===== src/rtl/dp_sched_pkg.sv =====
// dp_sched_pkg: sequencer state encoding and default sizing for dp_share_sched.
package dp_sched_pkg;

  typedef enum logic [1:0] {
    IDLE = 2'd0,
    HOLD = 2'd1,
    RESP = 2'd2
  } state_e;

  localparam int unsigned DEF_OPW    = 14;
  localparam int unsigned DEF_RESW   = 8;
  localparam int unsigned SETTLE_MIN = 1;
  localparam int unsigned SETTLE_MAX = 15;
  localparam int unsigned CNT_W      = 4;

endpackage


===== src/rtl/dp_share_sched_rr_arbiter.sv =====
// rr_arbiter: round-robin pick among req, search starting at ptr and wrapping
// NREQ-1 -> 0; one-hot grant plus encoded index.
module rr_arbiter #(
  parameter int unsigned NREQ = 4,
  parameter int unsigned IDW  = $clog2(NREQ)
) (
  input  logic [NREQ-1:0] req,
  input  logic [IDW-1:0]  ptr,
  output logic [NREQ-1:0] grant,
  output logic [IDW-1:0]  grant_idx,
  output logic            found
);

  logic [IDW:0]   sum;
  logic [IDW-1:0] idx;

  always_comb begin
    grant     = '0;
    grant_idx = '0;
    found     = 1'b0;
    sum       = '0;
    idx       = '0;
    for (int unsigned k = 0; k < NREQ; k++) begin
      // ptr < NREQ, so one conditional subtract is enough for the wrap
      sum = {1'b0, ptr} + (IDW+1)'(k);
      if (sum >= (IDW+1)'(NREQ)) sum = sum - (IDW+1)'(NREQ);
      idx = sum[IDW-1:0];
      if (!found && req[idx]) begin
        found      = 1'b1;
        grant[idx] = 1'b1;
        grant_idx  = idx;
      end
    end
  end

endmodule


===== src/rtl/dp_share_sched.sv =====
// dp_share_sched: time-shares one combinational datapath among NREQ requesters.
// Optional macro DP_SCHED_PARITY_EN adds rsp_par (XOR parity of rsp_data).
module dp_share_sched
  import dp_sched_pkg::*;
#(
  parameter int unsigned NREQ   = 4,
  parameter int unsigned OPW    = DEF_OPW,
  parameter int unsigned RESW   = DEF_RESW,
  parameter int unsigned SETTLE = 1,
  parameter int unsigned IDW    = $clog2(NREQ)
) (
  input  logic                 clk,
  input  logic                 rst,
  input  logic [NREQ-1:0]      req_valid,
  output logic [NREQ-1:0]      req_ready,
  input  logic [NREQ*OPW-1:0]  req_op,
  output logic [OPW-1:0]       dp_op,
  input  logic [RESW-1:0]      dp_res,
  output logic                 rsp_valid,
  input  logic                 rsp_ready,
  output logic [IDW-1:0]       rsp_id,
  output logic [RESW-1:0]      rsp_data,
  output logic                 busy
`ifdef DP_SCHED_PARITY_EN
  ,
  output logic                 rsp_par
`endif
);

  if (SETTLE < SETTLE_MIN || SETTLE > SETTLE_MAX) begin : g_settle_chk
    $error("dp_share_sched: SETTLE must be within 1..15");
  end
  if (NREQ < 2 || NREQ > 8) begin : g_nreq_chk
    $error("dp_share_sched: NREQ must be within 2..8");
  end

  state_e           state_q, state_d;
  logic [CNT_W-1:0] cnt_q;
  logic [IDW-1:0]   ptr_q, id_q, win_idx, next_ptr;
  logic [NREQ-1:0]  win_grant;
  logic             win_found;
  logic [OPW-1:0]   win_op;
  logic             accept, capture, rsp_fire;

  rr_arbiter #(.NREQ(NREQ), .IDW(IDW)) u_arb (
    .req       (req_valid),
    .ptr       (ptr_q),
    .grant     (win_grant),
    .grant_idx (win_idx),
    .found     (win_found)
  );

  always_comb begin
    win_op = '0;
    for (int unsigned i = 0; i < NREQ; i++)
      if (win_grant[i]) win_op = req_op[i*OPW +: OPW];
  end

  assign next_ptr = (win_idx == IDW'(NREQ - 1)) ? '0 : win_idx + 1'b1;
  assign busy     = (state_q != IDLE);

  always_comb begin
    state_d   = state_q;
    accept    = 1'b0;
    capture   = 1'b0;
    rsp_fire  = 1'b0;
    req_ready = '0;
    unique case (state_q)
      IDLE: if (!rst && win_found) begin
        req_ready = win_grant;
        accept    = 1'b1;
        state_d   = HOLD;
      end
      HOLD: if (cnt_q == '0) begin
        capture = 1'b1;
        state_d = RESP;
      end
      RESP: if (rsp_ready) begin
        rsp_fire = 1'b1;
        state_d  = IDLE;
      end
      default: state_d = IDLE;
    endcase
  end

  always_ff @(posedge clk) begin
    if (rst) begin
      state_q   <= IDLE;
      cnt_q     <= '0;
      ptr_q     <= '0;
      id_q      <= '0;
      dp_op     <= '0;
      rsp_valid <= 1'b0;
      rsp_id    <= '0;
      rsp_data  <= '0;
    end else begin
      state_q <= state_d;
      if (accept) begin
        dp_op <= win_op;
        id_q  <= win_idx;
        cnt_q <= CNT_W'(SETTLE - 1);
        ptr_q <= next_ptr;
      end else if (state_q == HOLD && !capture) begin
        cnt_q <= cnt_q - 1'b1;
      end
      if (capture) begin
        rsp_data  <= dp_res;
        rsp_id    <= id_q;
        rsp_valid <= 1'b1;
      end else if (rsp_fire) begin
        rsp_valid <= 1'b0;
      end
    end
  end

`ifdef DP_SCHED_PARITY_EN
  always_ff @(posedge clk) begin
    if (rst)          rsp_par <= 1'b0;
    else if (capture) rsp_par <= ^dp_res;
  end
`endif

  // A waiting requester must keep its request and operand until accepted.
  for (genvar i = 0; i < NREQ; i++) begin : g_hold
    a_req_hold: assert property (@(posedge clk) disable iff (rst)
      (req_valid[i] && !req_ready[i]) |=> (req_valid[i] && $stable(req_op[i*OPW +: OPW])));
  end

endmodule

===== config.mk =====
export PLATFORM = sky130hd
export DESIGN_NAME = dp_share_sched
export DESIGN_NICKNAME = d
export VERILOG_FILES = /design/src/rtl/dp_sched_pkg.sv /design/src/rtl/dp_share_sched_rr_arbiter.sv /design/src/rtl/dp_share_sched.sv
export SDC_FILE = /design/constraint.sdc
export NUM_CORES = 1
export LEC_CHECK = 0
export ABC_AREA = 1
export CORE_ASPECT_RATIO = 1.1
export CORE_UTILIZATION = 44
export CTS_CLUSTER_DIAMETER = 60
export DETAILED_ROUTE_END_ITERATION = 8
export PLACE_DENSITY = 0.89
export SLEW_MARGIN = 20
export SYNTH_ARGS = -nofsm -noshare
export SYNTH_HDL_FRONTEND = slang
export SYNTH_SLANG_ARGS = --single-unit
export TNS_END_PERCENT = 30

===== constraint.sdc =====
create_clock -name clk -period 2.85 [get_ports clk]
set_input_delay 0.4275 -clock clk [delete_from_list [all_inputs] [get_ports clk]]
set_output_delay 0.4275 -clock clk [all_outputs]
set_load 0.02 [all_outputs]

; Yosys cells after proc, flatten, opt, wreduce, memory -nomap -nowiden
; Cells that the tools add are included.
[totals]
memories = 0
inputBits = 71
reg_bits = 35
output_inout_bits = 30
mem_bits_rw = 0
romBits = 0
elab_cells = 109
latchBits = 0
[classes]
n_mul = 0
n_bitwise = 3
muxes = 51
n_addsub = 9
div_mod_pow = 0
reduce_logical = 20
eq_ne = 6
shift = 0
n_lt_le_gt_ge = 12
[ops]
columns = op, count
row1 = 14-bit 2-to-1 mux, 4
row2 = 2-bit 2-to-1 mux, 12
row3 = 4-bit 2-to-1 mux, 6
row4 = 1-bit 2-to-1 mux, 20
row5 = 2-bit by 3-bit < comparator with 1-bit output (second input constant), 4
row6 = 4-bit OR, 3
row7 = 3-bit >= comparator (second input constant), 3
row8 = 1-bit logical AND, 9
row9 = 1-bit binary-select mux with 2-bit select, 4
row10 = 1-bit demux with 2-bit select, 4
row11 = 2-bit by 1-bit >= comparator with 1-bit output (second input constant), 4
row12 = 2-bit by 1-bit subtractor with 2-bit output (second input constant), 4
row13 = 2-bit by 2-bit adder with 3-bit output (second input constant), 2
row14 = 2-bit != test (second input constant), 3
row15 = 2-bit one-hot mux with 3 select lines, 1
row16 = 1-bit zero test, 5
row17 = 2-bit equality test (second input constant), 2
row18 = 4-bit zero test, 1
row19 = 2-bit nonzero test, 2
row20 = 4-bit by 1-bit subtractor with 4-bit output (second input constant), 1
row21 = 2-bit by 1-bit adder with 3-bit output (second input constant), 1
row22 = 2-bit by 3-bit >= comparator with 1-bit output (second input constant), 1
row23 = 3-bit AND reduction, 1
row24 = 2-bit by 1-bit adder with 2-bit output (second input constant), 1
row25 = 3 further kinds, 3

; Depth between registers and ports, before layout
[logic_depth]
depth_word = 18
ltp_mapped = 16
mapped_depth_nobuf = 14

; Hierarchy
; Synthesis repeated with hierarchy kept, for this count alone.
[hier_totals]
hier_cells = 340
hier_area_um2 = 2189.6
[by_module_without_submodules]
columns = module, instances, seq_area_each_um2, cells_each, area_per_inst_um2
row1 = dp_share_sched, 1, 700.7, 266, 1749.2
row2 = rr_arbiter, 1, 0.0, 74, 440.4

; Worst setup path after synthesis
; OpenSTA, ideal clock, no wires.
[synth_path]
path_kind = register to output
from = register (tool-made name)
to = output req_ready[2]
setup_slack_ns = 0.414
stages_incl_launch_ff = 15
required_time_ns = 2.423
path_buffers = 3
arrival_ns = 2.008
cell_sequence = dfxtp_1 -> buf_6 -> inv_6 -> ha_1 -> inv_1 -> nand3_1 -> nand2_2 -> nand3_2 -> nor2_4 -> nand2_1 -> nand3_2 -> buf_6 -> buf_6 -> nand2_1 -> inv_1
[synth_lines]
columns = element, line_no
row1 = end: declaration, dp_share_sched.sv:15  ; output logic [NREQ-1:0] req_ready,

==> summary.md <==
| Metric | Value |
|---|---|
| # DRC | `0` |
| Minimum clock period | `2.681 ns` |
| Top cell type's share of synthesized area | `26.90%` |
| RSZ-0062 raised after global routing | `no` |
| Most frequent cells in the layout | `109 x nand2_1, 96 x clkdlybuf4s50_1, 51 x inv_1` |
| Reg2reg end | `dp_op[8]$_SDFFE_PP0P_` |
| Final setup violation count | `0` |
| Max cap viols | `0` |
| Slowest stage delay, CP | `0.41 ns` |
| Setup crit end kind | `output port` |
| Setup WS post-layout | `0.1693 ns` |
| Clock slew at reported path FFs | `0.07 ns` |
| Unique masters post-synth | `35` |
| Placed cell area | `0.003687 mm2` |
| Yosys warns | `0` |
| Die Area | `0.006233 mm2` |
| Post-synthesis sequential area ratio | `26.90%` |
| # port buffers | `100` |
| WL per Instance | `12.31 um` |
| First-pass GRT wire length | `11390 um` |
| Core Area | `0.005733 mm2` |
| Worst slack, placed | `-0.03108 ns` |
| Via-per-instance ratio | `4.839` |
| Leakage | `1.814 nW` |
| Max VDD drop | `603.7 uV` |
| Clk Latency, worst-skew pair | `0.29 ns` |
| GRT Residual Overflow | `0` |
| Initial antenna violation count | `0` |
| WL final | `7176 um` |
| Crit path required time | `2.42 ns` |
| Period utilization | `94.06%` |
| Inserted Clock Buffers | `5` |
| Count of final hold-check violations | `0` |
| Final Max Slew Viols | `0` |
| Highest clock rate | `373.0 MHz` |
| Worst setup endpoint | `req_ready[1]` |
| Layout Nets | `584` |
| Cell taking the most area after synthesis | `dfxtp_1` |
| Synthesized flop and latch total | `35` |
| Reg2reg path depth | `12` |
| Fin Hold WS | `0.4781 ns` |
| Synth top area cells | `dfxtp_1 27%, nand2_1 16%, inv_1 7.3%, nand3_1 6.7%, nor2_1 5.5%` |
| Router iterations before antenna repair | `7` |
| Worst path slowest cell | `dfxtp_1` |
| Clock Skews | `0.007005 ns` |
| Detailed router's first-iteration violation count | `133` |
| Vias in the first global route | `2675` |
| Most common cell after layout, fill and taps aside | `nand2_1` |
| Syn Inst Count | `400` |
| HPWL Detailed | `5637 um` |
| Initial core utilization | `45.44%` |
| Worst relative slew slack | `75.97%` |
| Largest net degree at the start of global routing | `29` |
| Slew @ Worst Pin | `0.3600 ns` |
| Syn nets | `479` |
| Ratio of cells with drive above 1 in the final layout | `15.81%` |
| Area Growth Syn to Fin | `45.34%` |
| CTS Sinks | `35` |
| Crit Path Class | `reg -> out` |
| Crit path cell chain | `inv_6 -> ha_2 -> inv_1 -> nand3_1 -> nand2_2 -> nor2_4 -> a21oi_4 -> nand3_4 -> nand2_1 -> inv_1 -> dlygate4sd2_1` |
| Arr. time, crit path | `2.25 ns` |
| I/O Pins | `101` |
| Final Cell Area | `0.003786 mm2` |
| # diodes | `0` |
| Power Total | `4.237 mW` |
| Clock root buffer | `clkbuf_8` |
| Most used cell, CP | `inv_1` |
| TritonCTS clock tree | `built` |
| Worst hold path type | `reg -> reg` |
| Die Y | `82.70 um` |
| Routability congestion estimate | `0.8494` |
| Buffer count from post-CTS setup fixing | `0` |
| Final ANT Viol Nets | `0` |
| Cell area after synthesis | `0.002605 mm2` |
| Pwr/cell area | `1119 mW/mm2` |
| Average size of a mapped cell | `6.512 um2` |
| GRT Util Overall | `23.88%` |
| CP Launch Type | `register` |
| Flop-to-flop setup slack | `0.39 ns` |
| H-tree levels | `2` |
| Crit-path max FO | `8` |
| Clock buffer depth | `2` |
| Die width | `75.37 um` |
| Vias | `2821` |
| Status | `finished, final reports clean` |
| Utilization after layout | `66.04%` |
| Floorplan row count | `29` |
[report_power, final]
part / internal [mW] / switching [mW] / leakage, nW
combinational: 1.17 / 1.83 / 1.47
clock: 0.260 / 0.186 / 0.0581
sequential: 0.690 / 0.108 / 0.287
total: 2.12 / 2.12 / 1.81
[worst min path at each step]
stage	startpoint	end	slack [ns]	cells after the start
6_report	cnt_q[0]$_SDFFE_PP0P_	cnt_q[0]$_SDFFE_PP0P_	0.48	2
5_1_grt	id_q[1]$_SDFFE_PP0P_	rsp_id[1]$_SDFFE_PP0P_	0.51	2
4_1_cts	cnt_q[1]$_SDFFE_PP0P_	cnt_q[1]$_SDFFE_PP0P_	0.48	2
3_5_place_dp	cnt_q[1]$_SDFFE_PP0P_	cnt_q[1]$_SDFFE_PP0P_	0.47	2
3_3_place_gp	cnt_q[0]$_SDFFE_PP0P_	cnt_q[0]$_SDFFE_PP0P_	0.45	2
2_1_floorplan	cnt_q[0]$_SDFFE_PP0P_	cnt_q[0]$_SDFFE_PP0P_	0.45	2
[cells in the mapped netlist, drive strengths merged]
cell	count
nand2	124
nor2	44
o211ai	1
clkinv	1
ha	8
buf	13
a21boi	4
or2	2
nor3	2
inv	60
dfxtp	35
xnor2	1
nand3	43
a21oi	38
clkbuf	5
nand4	3
a211oi	1
xor2	1
nand3b	2
o21ai	12
[worst max-delay path: cells and delay by family (launching register included)]
family	cells	cell delay [ns]
buf+inv	4	0.56
simple gates	5	0.51
flops	1	0.41
fa+ha+maj	1	0.38
compound gates	1	0.09
[per-layer routing]
metal / vias to the layer above / share of wire [%] / GRT usage [%]
met5: - / 0 / 0
li1: 1455 / - / -
met1: 1263 / 40 / 25.64
met4: 0 / 3.0 / 9.630
met3: 21 / 4.8 / 5.461
met2: 82 / 52 / 44.46
[state kept, by name, summed over array words and instances (netlist names), named ones only]
register	cells
cnt_q	4
dp_op	14
id_q	2
ptr_q	1
rsp_data	8
rsp_id	2
rsp_valid	1
state_q	2
[metrics by stage]
stage                     std cells   TNS, ns
after global routing            583         0
after CTS                       583         0
after floorplan                 400         0
after detailed placement        575  -0.08489
after global placement          575         0
final                           583         0
[cells by family after synthesis]
family	count (synthesis)	share of synthesized area [%]
AND/OR/NAND/NOR	220	40.78
AO/OA/AOI/OAI	56	13.64
flip-flops	35	26.90
adder cells (fa/ha/maj)	8	3.843
XOR/XNOR	2	0.6726
buffers and inverters	79	14.17
[area by class of cell]
class | instances | area, um2
Clock buffer | 5 | 68.82
Clock inverter | 3 | 43.79
Fill cell | 530 | 1947
Inverter | 61 | 234.0
Multi-Input combinational cell | 286 | 1538
Sequential cell | 35 | 700.7
Tap cell | 77 | 96.34
Timing Repair Buffer | 116 | 1105
[repair_timing]
item	4_1_cts	5_1_grt
setup endpoints to repair	4	4
pin swaps	0	1
gates resized for setup	4	7
hold buffers	0	0
Note: power is estimated with default switching activity, not from simulation.
==> patch (config.mk and constraints unchanged) <==
Re-encode `state_e` (3 states) as one-hot, 3 bits wide.
--- a/src/rtl/dp_sched_pkg.sv
+++ b/src/rtl/dp_sched_pkg.sv
@@ -3,6 +3,6 @@
 
-  typedef enum logic [1:0] {
-    IDLE = 2'd0,
-    HOLD = 2'd1,
-    RESP = 2'd2
+  typedef enum logic [2:0] {
+    IDLE = 3'b001,
+    HOLD = 3'b010,
+    RESP = 3'b100
   } state_e;
Check against the original RTL: no difference found for any inputs over 10 cycles, from zero or initial values and one cycle with rst high; not proved beyond that.
==> patch against the unedited design <==
Count of clock-buffer cells in the layout unchanged; sequential power is 22% lower; power is 24% lower; worst setup slack gained 0.035 ns; final area increased by 0.13%; routed wire length down 1.3%; sequential cell count grew 1; area after synthesis rose by 0.14%; largest cell class unchanged.
==> patch: results <==
set metrics [dict create \
    status "completed" \
    grt_first_pass_wirelength_mm 11.6 \
    reg2reg_depth 16 \
    cp.arrival_ns 2.22 \
    hp-start "id_q[1]" \
    synth_compound_area_share_pct 13.2 \
    first_iter_violations 84 \
    synthFlopType "dfxtp_1" \
    crit_end "req_ready[0]" \
    via_per_inst 4.80 \
    finalWirelength_mm 7.08 \
    swShare_pct 50.7 \
    dp_hpwl_mm 5.61 \
    pre_cts_slack_ns -0.0554 \
    p_comb_share_pct 69.3 \
    nets 602 \
    cts-root-buf "clkbuf_8" \
    relSlewSlack_pct 78.7 \
    whs_ns 0.466 \
    clk_pin_slew_worst_paths_ns 0.07 \
    htreeDepth 2 \
    synth_area_leaders "dfxtp_1, nand2_1, inv_1" \
    grt_usage_pct 24.1 \
    synthArstFlopShare_pct 0 \
    ys_seq_area_share_pct 27.6 \
    vdd_drop_max_uv 638 \
    min_to "rsp_id[1]" \
    grt_pass1_vias 2741 \
    post_cts_resized 2 \
    r2r_slack_ns 0.50 \
    finClkSkew_ns 0.00585 \
    r2r-end "dp_op[11]" \
    drive_above_1_share_pct 11.8 \
    yosysUniqueCellTypes 33 \
    place.gp.congestion 0.860 \
    ys_top_cells_by_count "nand2_1, inv_1, nor2_1" \
    drt_first_pass_iters 5 \
    p_clk_share_pct 11.4 \
    cp_max_fo 6 \
    cts_buffer_depth 2 \
    largest_register_ffs 14 \
    min_period_over_period_pct 92.8 \
    synth_xor_area_share_pct 0.671 \
    p_leak_nw 1.86 \
    synthesis.nets 495 \
    synthAdderAreaFrac_pct 3.84 \
    hp-class "reg -> reg" \
    antenna_found_initial 0 \
]
## patch: cell types whose count changed after synthesis, moves of 3 or more
cell and change:
a21oi_1 +6, a21oi_2 -3, inv_1 +19, inv_2 -5, nand2_2 -5, nand3_1 +4, o21ai_0 +3
## patch: critical path, stage by stage (launching register included)
cell	delay, ns
dfxtp_1	0.38
inv_4	0.04
ha_1	0.36
inv_1	0.12
nand3_1	0.08
nand2_1	0.12
buf_4	0.13
nand2_1	0.05
nor2_2	0.15
nand2_1	0.09
nand3_2	0.09
nand2_1	0.06
inv_1	0.08
clkbuf_2	0.16
## patch: layer usage
layer / vias to the layer above / wire (um) / track usage (%)
met5: - / 0 / 0
met4: 0 / 73 / 8.70
met3: 7 / 325 / 5.70
met2: 72 / 3830 / 45.9
met1: 1300 / 2850 / 25.4
li1: 1504 / - / -
## patch: logic make-up after synthesis
kind of cell / after synthesis
DFF: 36
and+or+nand+nor: 219
adders and majority gates: 8
xor gates and xnor gates: 2
buffers and inverters: 91
AOI/OAI and AO/OA: 60
## patch: through the flow
| stage | instance area (um^2) | std cells | setup TNS, ns | power [mW] |
|---|---|---|---|---|
| global placement | 3700 | 593 | -0.0221 | 2.80 |
| global route | 3790 | 601 | 0 | 3.52 |
| floorplan | 2610 | 416 | 0 | 2.28 |
| CTS | 3790 | 601 | -0.517 | 3.21 |
| detailed placement | 3700 | 593 | -0.0963 | 2.85 |
| finish | 3790 | 601 | 0 | 3.21 |
## patch: area by class of cell
type / count / area, um^2
sequential: 36 / 721
timing repair buffer: 116 / 1120
clock buffer: 5 / 68.8
inverter: 75 / 289
multi-input combinational: 289 / 1480
tap: 77 / 96.3
clock inverter: 3 / 18.8
fill: 529 / 1940
